[src/rtl/cbus_ram_ctrl.sv]
// CBus burst controller for a single-port on-chip RAM: one beat per cycle, absorbs read latency.
// Optional CBUS_RAM_CTRL_RANGE_CHECK_EN suppresses writes and zeroes read data for out-of-range requests.
module cbus_ram_ctrl #(
  parameter int unsigned ADDR_WIDTH   = 10,
  parameter int unsigned DATA_WIDTH   = 64,
  parameter int unsigned READ_LATENCY = 1,
  localparam int unsigned BYTES       = DATA_WIDTH / 8,
  localparam int unsigned OFS         = $clog2(BYTES)
) (
  input  logic                  clk,
  input  logic                  resetn,
  input  logic                  req_valid,
  input  logic                  req_is_write,
  input  logic [63:0]           req_addr,
  input  logic [3:0]            req_len,
  input  logic                  req_burst,
  input  logic [BYTES-1:0]      req_strobe,
  input  logic [DATA_WIDTH-1:0] req_data,
  output logic                  resp_ready,
  output logic                  resp_last,
  output logic [DATA_WIDTH-1:0] resp_data,
  output logic                  ram_en,
  output logic [ADDR_WIDTH-1:0] ram_addr,
  output logic [BYTES-1:0]      ram_strobe,
  output logic [DATA_WIDTH-1:0] ram_wdata,
  input  logic [DATA_WIDTH-1:0] ram_rdata
);

  typedef enum logic [1:0] {StIdle, StRead, StWrite} state_e;

  state_e                state_q, state_d;
  logic [ADDR_WIDTH-1:0] base_q, base_d;
  logic [3:0]            len_q, len_d;
  logic                  burst_q, burst_d;
  logic                  oor_q, oor_d;
  logic [4:0]            cnt_q, cnt_d;

  logic                  req_oor;
  logic                  issue, issue_last;
  logic                  rd_vld, rd_last;
  logic [ADDR_WIDTH-1:0] beat_addr;
  logic                  unused_addr_bits;

  assign unused_addr_bits = ^{req_addr[OFS-1:0], req_addr[63:OFS+ADDR_WIDTH]};

`ifdef CBUS_RAM_CTRL_RANGE_CHECK_EN
  assign req_oor = |req_addr[63:OFS+ADDR_WIDTH];
`else
  assign req_oor = 1'b0;
`endif

  // Address arithmetic wraps naturally at ADDR_WIDTH bits.
  assign beat_addr  = burst_q ? base_q + ADDR_WIDTH'(cnt_q) : base_q;
  assign issue      = (state_q == StRead) && (cnt_q <= {1'b0, len_q});
  assign issue_last = issue && (cnt_q == {1'b0, len_q});

  generate
    if (READ_LATENCY > 0) begin : g_pipe
      logic [READ_LATENCY-1:0] vld_q, last_q;

      always_ff @(posedge clk or negedge resetn) begin
        if (!resetn) begin
          vld_q  <= '0;
          last_q <= '0;
        end else begin
          vld_q  <= (vld_q << 1) | READ_LATENCY'(issue);
          last_q <= (last_q << 1) | READ_LATENCY'(issue_last);
        end
      end

      assign rd_vld  = vld_q[READ_LATENCY-1];
      assign rd_last = last_q[READ_LATENCY-1];
    end else begin : g_comb
      assign rd_vld  = issue;
      assign rd_last = issue_last;
    end
  endgenerate

  always_ff @(posedge clk or negedge resetn) begin
    if (!resetn) begin
      state_q <= StIdle;
      base_q  <= '0;
      len_q   <= '0;
      burst_q <= 1'b0;
      oor_q   <= 1'b0;
      cnt_q   <= '0;
    end else begin
      state_q <= state_d;
      base_q  <= base_d;
      len_q   <= len_d;
      burst_q <= burst_d;
      oor_q   <= oor_d;
      cnt_q   <= cnt_d;
    end
  end

  always_comb begin
    state_d    = state_q;
    base_d     = base_q;
    len_d      = len_q;
    burst_d    = burst_q;
    oor_d      = oor_q;
    cnt_d      = cnt_q;
    resp_ready = 1'b0;
    resp_last  = 1'b0;
    resp_data  = '0;
    ram_en     = 1'b0;
    ram_addr   = '0;
    ram_strobe = '0;
    ram_wdata  = '0;
    unique case (state_q)
      StIdle: begin
        if (req_valid) begin
          base_d  = req_addr[OFS+ADDR_WIDTH-1:OFS];
          len_d   = req_len;
          burst_d = req_burst;
          oor_d   = req_oor;
          cnt_d   = '0;
          state_d = req_is_write ? StWrite : StRead;
        end
      end
      StWrite: begin
        ram_en     = 1'b1;
        ram_addr   = beat_addr;
        ram_strobe = oor_q ? '0 : req_strobe;
        ram_wdata  = req_data;
        resp_ready = 1'b1;
        resp_last  = (cnt_q == {1'b0, len_q});
        cnt_d      = cnt_q + 5'd1;
        if (resp_last) state_d = StIdle;
      end
      StRead: begin
        // Issue side and return side run concurrently; issue stops after len+1 addresses.
        if (issue) begin
          ram_en   = 1'b1;
          ram_addr = beat_addr;
          cnt_d    = cnt_q + 5'd1;
        end
        if (rd_vld) begin
          resp_ready = 1'b1;
          resp_last  = rd_last;
          resp_data  = oor_q ? '0 : ram_rdata;
          if (rd_last) state_d = StIdle;
        end
      end
      default: state_d = StIdle;
    endcase
  end

endmodule
[config.mk]
export PLATFORM = sky130hd
export DESIGN_NAME = cbus_ram_ctrl
export DESIGN_NICKNAME = d
export VERILOG_FILES = /design/src/rtl/cbus_ram_ctrl.sv
export SDC_FILE = /design/constraint.sdc
export NUM_CORES = 1
export LEC_CHECK = 0
export BUFFER_PORTS_ARGS = -buffer_cell sky130_fd_sc_hd__buf_2
export CAP_MARGIN = 15
export CORE_AREA = 2 2 140 142
export DETAILED_ROUTE_END_ITERATION = 7
export DIE_AREA = 0 0 142 144
export GPL_TIMING_DRIVEN = 0
export PLACE_DENSITY = 0.47
export SYNTH_ARGS = -nofsm -noshare
export SYNTH_HDL_FRONTEND = slang
export SYNTH_SLANG_ARGS = --single-unit
[constraint.sdc]
create_clock -name clk -period 2.6 [get_ports clk]
set_clock_uncertainty 0.1 [all_clocks]
set_input_delay 0.13 -clock clk [delete_from_list [all_inputs] [get_ports clk]]
set_output_delay 0.13 -clock clk [all_outputs]
set_load 0.03 [all_outputs]
### After elaboration in Yosys (flattened, before gate mapping)

Index checks and enable logic that the tools add are counted.

* multipliers: 0
* div/mod/pow operators: 0
* bitwise gates (word level): 0
* reductions and logical operators: 7
* mux-type cells: 22
* order comparisons: 1
* shift operators: 0
* equal/unequal tests: 8
* add/sub/neg operators: 2

Operator list (number)
* two-way mux 64 bit: 3
* two-way mux 10 bit: 2
* one-hot mux 10 bit (2 select lines): 1
* one-hot mux 5 bit (3 select lines): 1
* adder 10 x 5 -> 10 bit: 1
* two-way mux 2 bit: 5
* two-way mux 5 bit: 2
* != test 2 bit, second input constant: 5
* two-way mux 8 bit: 1
* one-hot mux 1 bit (2 select lines): 3
* one-hot mux 2 bit (3 select lines): 1
* adder 5 x 1 -> 5 bit, second input constant: 1
* == test 5 x 4 -> 1 bit: 1
* <= comparator 5 x 4 -> 1 bit: 1
* AND reduction 4 bit: 1
* two-way mux 1 bit: 3
* AND reduction 3 bit: 1
* nonzero test 3 bit: 1
* == test 2 x 1 -> 1 bit, second input constant: 1
* == test 2 bit, second input constant: 1
* logical AND 1 bit: 2
* logical NOT 2 bit: 1
* AND reduction 2 bit: 1

* bits in latches: 0
* output and inout bits: 149
* memories: 0
* bits of input ports: 209
* RAM bits: 0
* register bits: 24
* logic and storage cells: 47
* ROM bits: 0

### Logic depth before layout (Yosys ltp)

* depth in word-level cells: 4
* depth in mapped cells: 8

### Least setup slack after synthesis

OpenSTA, ideal clock, no wires.

* path kind: register -> output
* start: register cnt_q[2]
* end: output port ram_addr[1]
* data arrival time: 2030 ps
* required time: 2370 ps
* setup slack: 340 ps
* cell stages (with the launch flop): 7
* cells stage by stage: dfrtp_1 > ha_1 > a211oi_1 > o21ai_1 > a21oi_1 > o21ai_1 > a211oi_1

* longest elaborated chain between the ends: 4

Ends and longest elaborated chain
* from (decl): RTL line 36 `logic [4:0] cnt_q, cnt_d;`
* from (signal assigned): RTL line 93 `cnt_q <= cnt_d;`
* <= comparator 5 x 4 -> 1 bit: RTL line 54 `assign issue = (state_q == StRead) && (cnt_q <= {1'b0, len_q});`
* logical AND 1 bit: RTL line 54
* named net issue: RTL line 39 `logic issue, issue_last;`
* two-way mux 10 bit: RTL line 134 `if (issue) begin`
* one-hot mux 10 bit (2 select lines): RTL line 111 `unique case (state_q)`
* to (decl): RTL line 23 `output logic [ADDR_WIDTH-1:0] ram_addr,`

The timed path passes the listed nets, and every way through them passes these cells.

### Worst setup path in the final report

* start: register cnt_q[1]
* end: output port ram_addr[5]

Same word-level chain as after synthesis.

==> run_results.csv <==
group,metric,value,unit
setup_path,ff_to_ff_setup_slack,0.49,ns
floorplan,die_y,144,um
sta,period_needed,2.47,ns
placement,post_dp_cell_area,0.00435,mm^2
logic_synthesis,async_flop_share,1.00,
clock_network,cts_root_buf,"sky130_fd_sc_hd__clkbuf_16",
placement,post-place-cells,873,
routing,totalWireLength,13.0,mm
hold_path,holdCritPathClass,"in2reg",
logic_synthesis,synth_seq_area_share,0.237,
logic_synthesis,syn_area_per_cell,7.64,um^2
floorplan,die-width,142,um
setup_path,reg2reg_from,"state_q[1]",
global_routing,global_route_wire_length_before_repair,17.3,mm
logic_synthesis,post_synth_xor_area_fraction,0.0138,
setup_path,max_stage_delay,0.46,ns
sta,setup_viol,0,
floorplan,initial_util,0.133,
routing,antenna_left,0,
clock_network,clock_path_buffers,2,
setup_path,critical_path.cell_chain,"ha_1 -> and3_1 -> a21oi_1 -> a21oi_2 -> o21ai_1 -> clkbuf_4 -> a21oi_1 -> clkbuf_4",
logic_synthesis,yosysWarningCount,0,
logic_synthesis,synth-seq-cells,24,
clock_network,cts_num_sinks,24,
global_routing,globalRoute.totalOverflow,0,
routing,initial_drc_count,78,
setup_path,critPathKind,"reg2out",
setup_path,setup.worst_path.start,"cnt_q[1]",
layout,areaGrowthSynthToFinish,78.3,%
global_routing,antenna_found_initial,0,
sta,layout_setup_ws,0.128,ns
setup_path,arrival,2.24,ns
logic_synthesis,synthMuxAreaShare,0.0705,
logic_synthesis,synth_cell_type_count,38,
floorplan,io-pin-count,358,
routing,viasPerCell,4.01,
logic_synthesis,synthAdderAreaFrac,0.0770,
layout,layout-drive-gt1-share,0.525,
sta,rsz0062_at_grt,"yes",
sta,final_max_slew_viol_count,0,
logic_synthesis,yosys.area_share.simple,0.434,
setup_path,r2r.worst_path.cells,6,
setup_path,crit_slowest_cell,"sky130_fd_sc_hd__dfrtp_1",
routing,drt-pass1-iter-count,4,
logic_synthesis,post_synth_instance_area,0.00254,mm^2
setup_path,critical_path_source_type,"flip-flop",
layout,layout_commonest_cell,"sky130_fd_sc_hd__buf_2",
clock_network,cts_tree,"yes",
logic_synthesis,postSynthNetCount,556,
sta,max_freq,0.404,GHz
job,max_cap_violations,0,
sta,post-route-period-util,0.951,
clock_network,clock_insertion_delay_worst_skew,0.26,ns
sta,max_slew_margin,0.615,
layout,final_cell_count_no_fill,883,
placement,port-buffer-count,303,
clock_network,ctsHtreeMaxLevel,1,
setup_path,critical_path.max_fanout,10,
setup_path,reg_to_reg_critical_path_endpoint,"cnt_q[3]",
power,power.ir.vdd_worst,0.354,mV
placement,dpl_worst_slack,0.157,ns
floorplan,die_area,0.0204,mm^2
clock_network,clk_pin_slew_worst_paths,0.07,ns
routing,wire_per_inst,14.7,um
layout,final_design_area_no_fill,0.00452,mm^2
logic_synthesis,synth_enable_flop_cells,0,
global_routing,grt_start_max_net_pins,25,
placement,dp.final_hpwl,11.2,mm
routing,num_vias,3544,
run_status,status,"finished clean",
setup_path,timing.critical_path.required,2.37,ns
setup_path,end_kind,"output port",
layout,nNetsFinal,869,
floorplan,fp.coreArea,0.0191,mm^2
power,power.static_leakage,2.84,nW
global_routing,grt_usage,0.109,
sta,finalHoldViolations,0,
logic_synthesis,yosys_most_used_dff,"sky130_fd_sc_hd__dfrtp_1",
layout,mostFrequentLayoutCells,"300 x sky130_fd_sc_hd__buf_2, 75 x sky130_fd_sc_hd__and2_1, 65 x sky130_fd_sc_hd__and3_1",
setup_path,critPathCapture,"ram_addr[5]",
layout,postLayoutCoreUtil,0.237,
routing,drc,0,
power,p_per_area,829,mW/mm^2
clock_network,cts_made_buffers,3,
placement,gp_routability_congestion,0.736,
logic_synthesis,area_fraction_in_compound_gates_after_synthesis,0.109,
global_routing,grt_pass1_vias,3137,
sta,worst-slew-pin-transition,0.577,ns
logic_synthesis,synth_top_family_by_area,"simple AND/OR/NAND/NOR gates",
logic_synthesis,syn-instance-count,332,
floorplan,floorplan.rows,51,
## how the worst min path moves through the flow
stage,slack [ns],start,endpoint,cells after the start
3_3_place_gp,0.06,resetn,base_q[4],1
3_5_place_dp,0.07,resetn,base_q[4],1
5_1_grt,0.005,req_addr[9],base_q[6],2
2_1_floorplan,-0.27,resetn,base_q[0],0
4_1_cts,0.002,req_addr[12],base_q[9],2
6_report,0.003,req_addr[5],base_q[2],2
## repair_timing
item	4_1_cts	5_1_grt
hold buffers	2	1
pin swaps	0	1
hold endpoints to repair	25	1
gates resized for setup	4	16
endpoints found under the setup margin	21	14
buffers inserted	0	2
## metal layers
layer,up-vias,global-route usage,routed length (um)
met2,164,0.179,6200
li1,1766,-,-
met4,0,0.0447,423
met5,-,0,0
met3,18,0.00993,609
met1,1596,0.148,5790
## per-stage QoR
| step | power (mW) | hold WS [ns] | TNS (ns) |
|---|---|---|---|
| after floorplan | 2.49 | -0.266 | 0 |
| after global placement | 3.34 | 0.0626 | 0 |
| final | 3.75 | 0.00268 | 0 |
| after global routing | 4.07 | 0.00545 | -0.0177 |
| after detailed placement | 3.34 | 0.0668 | 0 |
| after CTS | 3.74 | 0.00225 | 0 |
## cell usage after synthesis (2+ instances only)
library cell               instances  area, um^2
sky130_fd_sc_hd__o31ai_1           2        15.0
sky130_fd_sc_hd__xor2_1            4        35.0
sky130_fd_sc_hd__ha_1             14         175
sky130_fd_sc_hd__o21ai_1           9        45.0
sky130_fd_sc_hd__a21o_1            2        15.0
sky130_fd_sc_hd__mux2_2           15         169
sky130_fd_sc_hd__a21oi_1          10        50.1
sky130_fd_sc_hd__nor2b_1           2        12.5
sky130_fd_sc_hd__nand4_1           2        12.5
sky130_fd_sc_hd__and3_1           65         407
sky130_fd_sc_hd__and2_1           75         469
sky130_fd_sc_hd__clkbuf_1         25        93.8
sky130_fd_sc_hd__nor2_1           18        67.6
sky130_fd_sc_hd__nor3_1            3        15.0
sky130_fd_sc_hd__nand2_1          15        56.3
sky130_fd_sc_hd__dfrtp_1          24         601
sky130_fd_sc_hd__o21ai_0           5        25.0
sky130_fd_sc_hd__inv_1            14        52.6
sky130_fd_sc_hd__a211oi_1          5        37.5
sky130_fd_sc_hd__nand3_1           5        25.0
## kinds of logic after synthesis
| family | count (synthesis) |
|---|---|
| multiplexers | 16 |
| XOR/XNOR | 4 |
| AO/OA/AOI/OAI | 43 |
| AND/OR/NAND/NOR | 190 |
| buffers and inverters | 40 |
| adder cells (fa/ha/maj) | 15 |
| flip-flops | 24 |
## registers in the layout (all words and copies together) (netlist names)
register / cells
g_pipe.vld_q: 1
cnt_q: 5
base_q: 10
state_q: 2
len_q: 4
burst_q: 1
g_pipe.last_q: 1
## power breakdown
part	internal (mW)	switching (mW)	leakage [nW]
Clock	0.236	0.139	0.0442
Combinational	0.939	1.75	2.50
Sequential	0.529	0.160	0.294
Total	1.70	2.05	2.84
## worst max-delay path, delay by kind of cell (launching register included)
family	cells	cell delay, ns
AND/OR/NAND/NOR	1	0.20
adder cells (fa/ha/maj)	1	0.32
flip-flops	1	0.46
AO/OA/AOI/OAI	4	0.57
buffers and inverters	2	0.44
## final cells by class
class,count,area (um^2)
well taps,238,298
fillers,2121,14600
multi-input cells,268,1800
inverters,15,56.3
flip-flops and latches,24,603
repair buffers,308,1570
plain buffers,25,101
clock buffers,4,88.8
diodes,1,2.50
Power figures use the tool's default switching activity.
